--- src/rtl/gcd_mul_controller.sv ---
// Sequencing FSM for the x/y coprocessor datapath: runs GCD by repeated
// subtraction or MUL by repeated addition, and returns a registered result.
module gcd_mul_controller #(
  parameter int WIDTH    = 8,
  parameter int MAX_ITER = 255
) (
  input  logic             clk,
  input  logic             reset,
  input  logic             start,
  input  logic             op,
  input  logic [WIDTH-1:0] a_in,
  input  logic [WIDTH-1:0] b_in,
  output logic             busy,
  output logic             done,
  output logic [WIDTH-1:0] result,
  output logic             err,
  output logic [WIDTH-1:0] x0,
  output logic [WIDTH-1:0] y0,
  output logic             load_x,
  output logic             load_y,
  output logic             subtract_x,
  output logic             subtract_y,
  output logic             add_x,
  output logic             add_y,
  input  logic [WIDTH-1:0] x,
  input  logic [WIDTH-1:0] y
);

  localparam int ITER_W = $clog2(MAX_ITER + 1);
  localparam logic [ITER_W-1:0] ITER_LIMIT = ITER_W'(MAX_ITER);

  typedef enum logic [2:0] {IDLE, LOAD, GCD, MUL, DONE} state_t;

  state_t            state, state_next;
  logic [WIDTH-1:0]  a_r, b_r, cnt;
  logic              op_r, ovf, carry;
  logic [ITER_W-1:0] iter;
  logic              zero_gcd, zero_mul;

  // x + a_r carries out of WIDTH bits exactly when x exceeds ~a_r
  assign carry    = (x > ~a_r);
  assign zero_gcd = !op && (a_in == '0 || b_in == '0);
  assign zero_mul = op && (b_in == '0);

  assign x0   = a_r;
  assign y0   = b_r;
  assign busy = (state == LOAD) || (state == GCD) || (state == MUL);
  assign done = (state == DONE);

  always_comb begin
    state_next = state;
    load_x     = 1'b0;
    load_y     = 1'b0;
    subtract_x = 1'b0;
    subtract_y = 1'b0;
    add_x      = 1'b0;
    add_y      = 1'b0;
    case (state)
      IDLE: begin
        if (start) state_next = (zero_gcd || zero_mul) ? DONE : LOAD;
      end
      LOAD: begin
        load_x     = 1'b1;
        load_y     = !op_r;
        state_next = op_r ? MUL : GCD;
      end
      GCD: begin
        if (x == y || iter == ITER_LIMIT) state_next = DONE;
        else if (x > y)                   subtract_x = 1'b1;
        else                              subtract_y = 1'b1;
      end
      MUL: begin
        if (cnt == '0) state_next = DONE;
        else           add_x      = 1'b1;
      end
      DONE:    state_next = IDLE;
      default: state_next = IDLE;
    endcase
  end

  always_ff @(posedge clk) begin
    if (reset) begin
      state  <= IDLE;
      a_r    <= '0;
      b_r    <= '0;
      op_r   <= 1'b0;
      cnt    <= '0;
      iter   <= '0;
      ovf    <= 1'b0;
      result <= '0;
      err    <= 1'b0;
    end else begin
      state <= state_next;
      case (state)
        IDLE: begin
          if (start) begin
            a_r  <= a_in;
            b_r  <= b_in;
            op_r <= op;
            cnt  <= '0;
            iter <= '0;
            ovf  <= 1'b0;
            if (zero_gcd) begin
              result <= a_in | b_in;
              err    <= (a_in == '0) && (b_in == '0);
            end else if (zero_mul) begin
              result <= '0;
              err    <= 1'b0;
            end
          end
        end
        LOAD: begin
          if (op_r) cnt <= b_r - 1'b1;
        end
        GCD: begin
          if (x == y) begin
            result <= x;
            err    <= 1'b0;
          end else if (iter == ITER_LIMIT) begin
            result <= '0;
            err    <= 1'b1;
          end else begin
            iter <= iter + 1'b1;
          end
        end
        MUL: begin
          if (cnt == '0) begin
            result <= x;
            err    <= ovf;
          end else begin
            cnt <= cnt - 1'b1;
            if (carry) ovf <= 1'b1;
          end
        end
        default: ;
      endcase
    end
  end

endmodule

--- config.mk ---
export PLATFORM = sky130hd
export DESIGN_NAME = gcd_mul_controller
export DESIGN_NICKNAME = d
export VERILOG_FILES = /design/src/rtl/gcd_mul_controller.sv
export SDC_FILE = /design/constraint.sdc
export NUM_CORES = 1
export LEC_CHECK = 0
export ABC_CLOCK_PERIOD_IN_PS = 2400
export CAP_MARGIN = 25
export CORE_UTILIZATION = 45
export CTS_BUF_LIST = sky130_fd_sc_hd__clkbuf_4 sky130_fd_sc_hd__clkbuf_8 sky130_fd_sc_hd__clkbuf_16
export DETAILED_ROUTE_END_ITERATION = 10
export GPL_TIMING_DRIVEN = 0
export HOLD_SLACK_MARGIN = 0.1
export PLACE_DENSITY = 0.76
export SYNTH_ARGS = -nofsm -noshare
export SYNTH_HDL_FRONTEND = slang
export SYNTH_SLANG_ARGS = --single-unit
--- constraint.sdc ---
create_clock -name clk -period 2.4 [get_ports clk]
set_input_delay 0.6 -clock clk [delete_from_list [all_inputs] [get_ports clk]]
set_output_delay 0.6 -clock clk [all_outputs]
set_load 0.02 [all_outputs]
==> flow_summary.html <==
<table>
<tr><th>Metric</th><th>Value</th></tr>
<tr><th colspan="2">Timing</th></tr>
<tr><td>Achievable frequency</td><td>415 MHz</td></tr>
<tr><td>Minimum period implied by the final worst setup slack</td><td>2.41 ns</td></tr>
<tr><td>Final setup violation count</td><td>2</td></tr>
<tr><td>Slew of the pin with the lowest slew margin</td><td>0.563 ns</td></tr>
<tr><td>Number of pins with negative max-slew slack in the final report</td><td>0</td></tr>
<tr><td>Clock Skews</td><td>0.00674 ns</td></tr>
<tr><td>Final count of hold timing violations</td><td>0</td></tr>
<tr><td>Worst rel slew slack</td><td>0.625</td></tr>
<tr><td>Worst Setup Slack, final</td><td>-0.0115 ns</td></tr>
<tr><td>Final worst path period share</td><td>1.00</td></tr>
<tr><td>Setup repair after global routing missed its margin</td><td>yes</td></tr>
<tr><th colspan="2">Cells and area</th></tr>
<tr><td>Share of post-route cells with drive strength above 1</td><td>0.198</td></tr>
<tr><td>Ant diodes</td><td>0</td></tr>
<tr><td>Commonest cells after routing, fill and taps aside</td><td>51 x nand2_1, 46 x dfxtp_1, 45 x clkdlybuf4s50_1, 39 x a21oi_1, 22 x nor2_1</td></tr>
<tr><td>Area growth from synthesis to final layout</td><td>37.2%</td></tr>
<tr><td>Register Area</td><td>921 um2</td></tr>
<tr><td>Multi-input logic area</td><td>1970 um2</td></tr>
<tr><td>Number of non-filler instances in the completed layout</td><td>520</td></tr>
<tr><td>Most common library cell in the layout ignoring fill and taps</td><td>nand2_1</td></tr>
<tr><td>Filler instances</td><td>532</td></tr>
<tr><td>Final standard cell area without fillers</td><td>3970 um2</td></tr>
<tr><td>Util after Layout</td><td>0.656</td></tr>
<tr><td>Final-stage net count</td><td>498</td></tr>
<tr><th colspan="2">Clock network</th></tr>
<tr><td>Library cell used as clock root buffer</td><td>clkbuf_8</td></tr>
<tr><td>Level count of the clock H-tree</td><td>2</td></tr>
<tr><td>Inserted Clock Buffers</td><td>5</td></tr>
<tr><td>Clock latency at the later pin of the worst-skew pair</td><td>0.31 ns</td></tr>
<tr><td>Clock sink total</td><td>46</td></tr>
<tr><td>CTS tree</td><td>done</td></tr>
<tr><td>Maximum count of clock buffers along a single path</td><td>2</td></tr>
<tr><td>Clk slew on worst S/H paths</td><td>0.09 ns</td></tr>
<tr><th colspan="2">Power and ir drop</th></tr>
<tr><td>Static leakage</td><td>1.56 nW</td></tr>
<tr><td>Pwr dens</td><td>518 nW/um2</td></tr>
<tr><td>IR Drop Worst-Case VDD</td><td>0.000302 V</td></tr>
<tr><th colspan="2">Global route</th></tr>
<tr><td>Initial antenna violation count</td><td>0</td></tr>
<tr><td>Wire length of the first global-routing pass</td><td>13900 um</td></tr>
<tr><td>Overall global routing resource usage</td><td>0.273</td></tr>
<tr><td>Aggregate global routing overflow</td><td>0</td></tr>
<tr><td>Number of global-route vias before repair</td><td>2857</td></tr>
<tr><td>Pin count of the biggest net entering global routing</td><td>16</td></tr>
<tr><th colspan="2">Placed design</th></tr>
<tr><td>Pre-CTS setup slack</td><td>-1.06 ns</td></tr>
<tr><td>Number of cells in the design after placement</td><td>502</td></tr>
<tr><td>Number of port buffers</td><td>66</td></tr>
<tr><td>Placer Congestion</td><td>0.814</td></tr>
<tr><td>HPWL after DPL</td><td>6190 um</td></tr>
<tr><td>Area after DPL</td><td>3660 um2</td></tr>
<tr><th colspan="2">Logic synthesis</th></tr>
<tr><td>Netlist area before placement</td><td>2900 um2</td></tr>
<tr><td>Post-synth cell types</td><td>57</td></tr>
<tr><td>Number of storage elements in the synthesis netlist</td><td>46</td></tr>
<tr><td>Count of mapped cells out of synthesis</td><td>361</td></tr>
<tr><td>Number of warnings printed during yosys synthesis</td><td>0</td></tr>
<tr><td>EDFF count, synth</td><td>0</td></tr>
<tr><td>Share of flip-flops with an asynchronous set or reset after synthesis</td><td>0</td></tr>
<tr><td>Largest area contributor in the netlist</td><td>dfxtp_1</td></tr>
<tr><td>Mapped Avg Cell Area</td><td>8.02 um2</td></tr>
<tr><td>Portion of synthesized cell area occupied by the leading cell type</td><td>0.318</td></tr>
<tr><td>Main area contributors after synthesis</td><td>dfxtp_1 32%, ha_1 7.8%, a21oi_1 6.9%, nand2_1 6.6%, mux2_1 3.1%</td></tr>
<tr><td>Sequential share of the synthesized area</td><td>0.318</td></tr>
<tr><td>Most used flip-flop cell after synthesis</td><td>dfxtp_1</td></tr>
<tr><td>Number of nets in the synthesized netlist</td><td>415</td></tr>
<tr><th colspan="2">Floorplan</th></tr>
<tr><td>Initial Util</td><td>0.478</td></tr>
<tr><td>Width of the die</td><td>82.2 um</td></tr>
<tr><td>Placeable core region</td><td>6060 um2</td></tr>
<tr><td>Top-level I/O count</td><td>69</td></tr>
<tr><td>Floorplan die area</td><td>6760 um2</td></tr>
<tr><td>Standard-cell row count</td><td>28</td></tr>
<tr><td>Die span in y</td><td>82.2 um</td></tr>
<tr><th colspan="2">Worst setup path</th></tr>
<tr><td>Length in cells of the worst reg-to-reg path</td><td>9</td></tr>
<tr><td>Arrival @ worst endpoint</td><td>1.81 ns</td></tr>
<tr><td>Highest fanout seen on the critical path</td><td>2</td></tr>
<tr><td>Worst Path Required</td><td>1.80 ns</td></tr>
<tr><td>Reg-to-Reg Start</td><td>state[2]</td></tr>
<tr><td>Critical path start-end classification</td><td>input port to output pin</td></tr>
<tr><td>FF-to-FF End</td><td>cnt[6]</td></tr>
<tr><td>Flop2flop setup slack</td><td>0.12 ns</td></tr>
<tr><td>Element type at the critical path start</td><td>input port</td></tr>
<tr><td>Endpoint class of the critical path</td><td>output pin</td></tr>
<tr><th colspan="2">Run status</th></tr>
<tr><td>Violations in the final reports</td><td>setup timing</td></tr>
<tr><td>Outcome</td><td>finished, violations left</td></tr>
<tr><th colspan="2">Hold path</th></tr>
<tr><td>Hold Crit Class</td><td>flop to flop</td></tr>
<tr><td>Startpoint of the most critical hold path</td><td>ovf</td></tr>
<tr><td>Worst Hold Endpoint</td><td>ovf</td></tr>
<tr><td>Number of cells on the worst hold path</td><td>1</td></tr>
<tr><th colspan="2">Drt</th></tr>
<tr><td>Post-detailed-route DRC marker count</td><td>0</td></tr>
<tr><td>1st-pass router iterations</td><td>5</td></tr>
<tr><td>Routed length per instance</td><td>17.1 um</td></tr>
<tr><td>Antenna Nets Post-Route</td><td>0</td></tr>
<tr><td>Final wirelength</td><td>8870 um</td></tr>
<tr><td>Initial detailed-routing violation count</td><td>189</td></tr>
<tr><td>Vias after detailed routing</td><td>3057</td></tr>
<tr><td>Detail-routed via count per cell</td><td>5.88</td></tr>
<tr><th colspan="2">Job</th></tr>
<tr><td>Max-cap violations</td><td>0</td></tr>
</table>
## layer usage
layer  up-vias  wire, um  GRT usage
met5         -         0          0
met4         0       130     0.0649
met3        13       655     0.0538
met2       136      4210      0.460
met1      1451      3870      0.355
li1       1457         -          -
## stage by stage
stage	setup TNS (ns)	hold WS [ns]	power [mW]
2_1_floorplan	0	0.435	1.18
5_1_grt	-0.157	0.503	2.15
6_report	-0.0129	0.477	2.06
3_5_place_dp	-7.54	0.458	1.40
4_1_cts	-0.000723	0.477	2.03
3_3_place_gp	-6.59	0.451	1.39
## synth_stat cells (2+ instances only)
cell type and number:
a211o_1 9, a211oi_1 2, a21boi_0 2, a21o_1 5, a21oi_1 40, a32o_1 4, and2_1 2, buf_2 5
buf_4 2, buf_6 2, clkbuf_1 11, dfxtp_1 46, ha_1 18, inv_1 14, mux2_1 8, mux2i_1 3
nand2_1 51, nand3_1 14, nand4_1 6, nor2_1 22, nor2b_1 11, nor3_1 9, nor3b_1 2, nor4_1 7
nor4_4 2, o21a_1 6, o21ai_0 15, o21ai_1 3, o31ai_1 2, o32ai_1 2, or3_1 5, or3b_1 2
or4_1 2, xnor2_1 4
## timing repair
item                       in CTS  in global routing
setup endpoints to repair      16                  6
resized for setup             106                 19
pin swaps                      22                 15
hold buffers                    0                  0
setup buffers                   8                  2
## cells by family (layout without fill, tap and decap cells)
logic type / count (synthesis) / in the layout / synth area share
AOI/OAI and AO/OA: 99 / 99 / 0.225
xor gates and xnor gates: 5 / 5 / 0.0151
buffers and inverters: 36 / 120 / 0.0574
other: 1 / 1 / 0.00129
adders and majority gates: 18 / 18 / 0.0778
muxes: 11 / 11 / 0.0415
DFF: 46 / 46 / 0.318
and+or+nand+nor: 145 / 145 / 0.264
## worst max-delay path by stage
| stage | from | slack (ns) | endpoint |
|---|---|---|---|
| CTS | x[1] | -0.0007 | subtract_x |
| global route | state[1] | -0.05 | cnt[6] |
| floorplan | y[1] | 0.03 | subtract_y |
| global placement | x[0] | -1.04 | subtract_x |
| detailed placement | x[0] | -1.06 | subtract_x |
| finish | y[1] | -0.01 | subtract_y |
## layout make-up
cell class	count	area share
Buffer	20	0.0287
Clock buffer	5	0.0173
Clock inverter	3	0.0110
Inverter	16	0.0176
Multi-Input combinational cell	279	0.495
Sequential cell	46	0.232
Tap cell	75	0.0236
Timing Repair Buffer	76	0.175
## power breakdown
part | internal [mW] | switching (mW)
clock | 0.313 | 0.296
sequential | 0.796 | 0.0374
combinational | 0.277 | 0.338
total | 1.39 | 0.671
## worst max-delay path, cell delays in order
cell	delay, ns
buf_6	0.10
inv_4	0.04
ha_4	0.19
nor2b_4	0.12
o21a_1	0.17
o21ai_2	0.14
a21oi_2	0.10
nor3_2	0.19
buf_4	0.16
## registers in the layout, summed over array words and instances (netlist names)
name    flops
x0          8
cnt         8
iter        8
y0          8
ovf         1
state       3
op_r        1
result      8
err         1
Power figures use the tool's default switching activity.
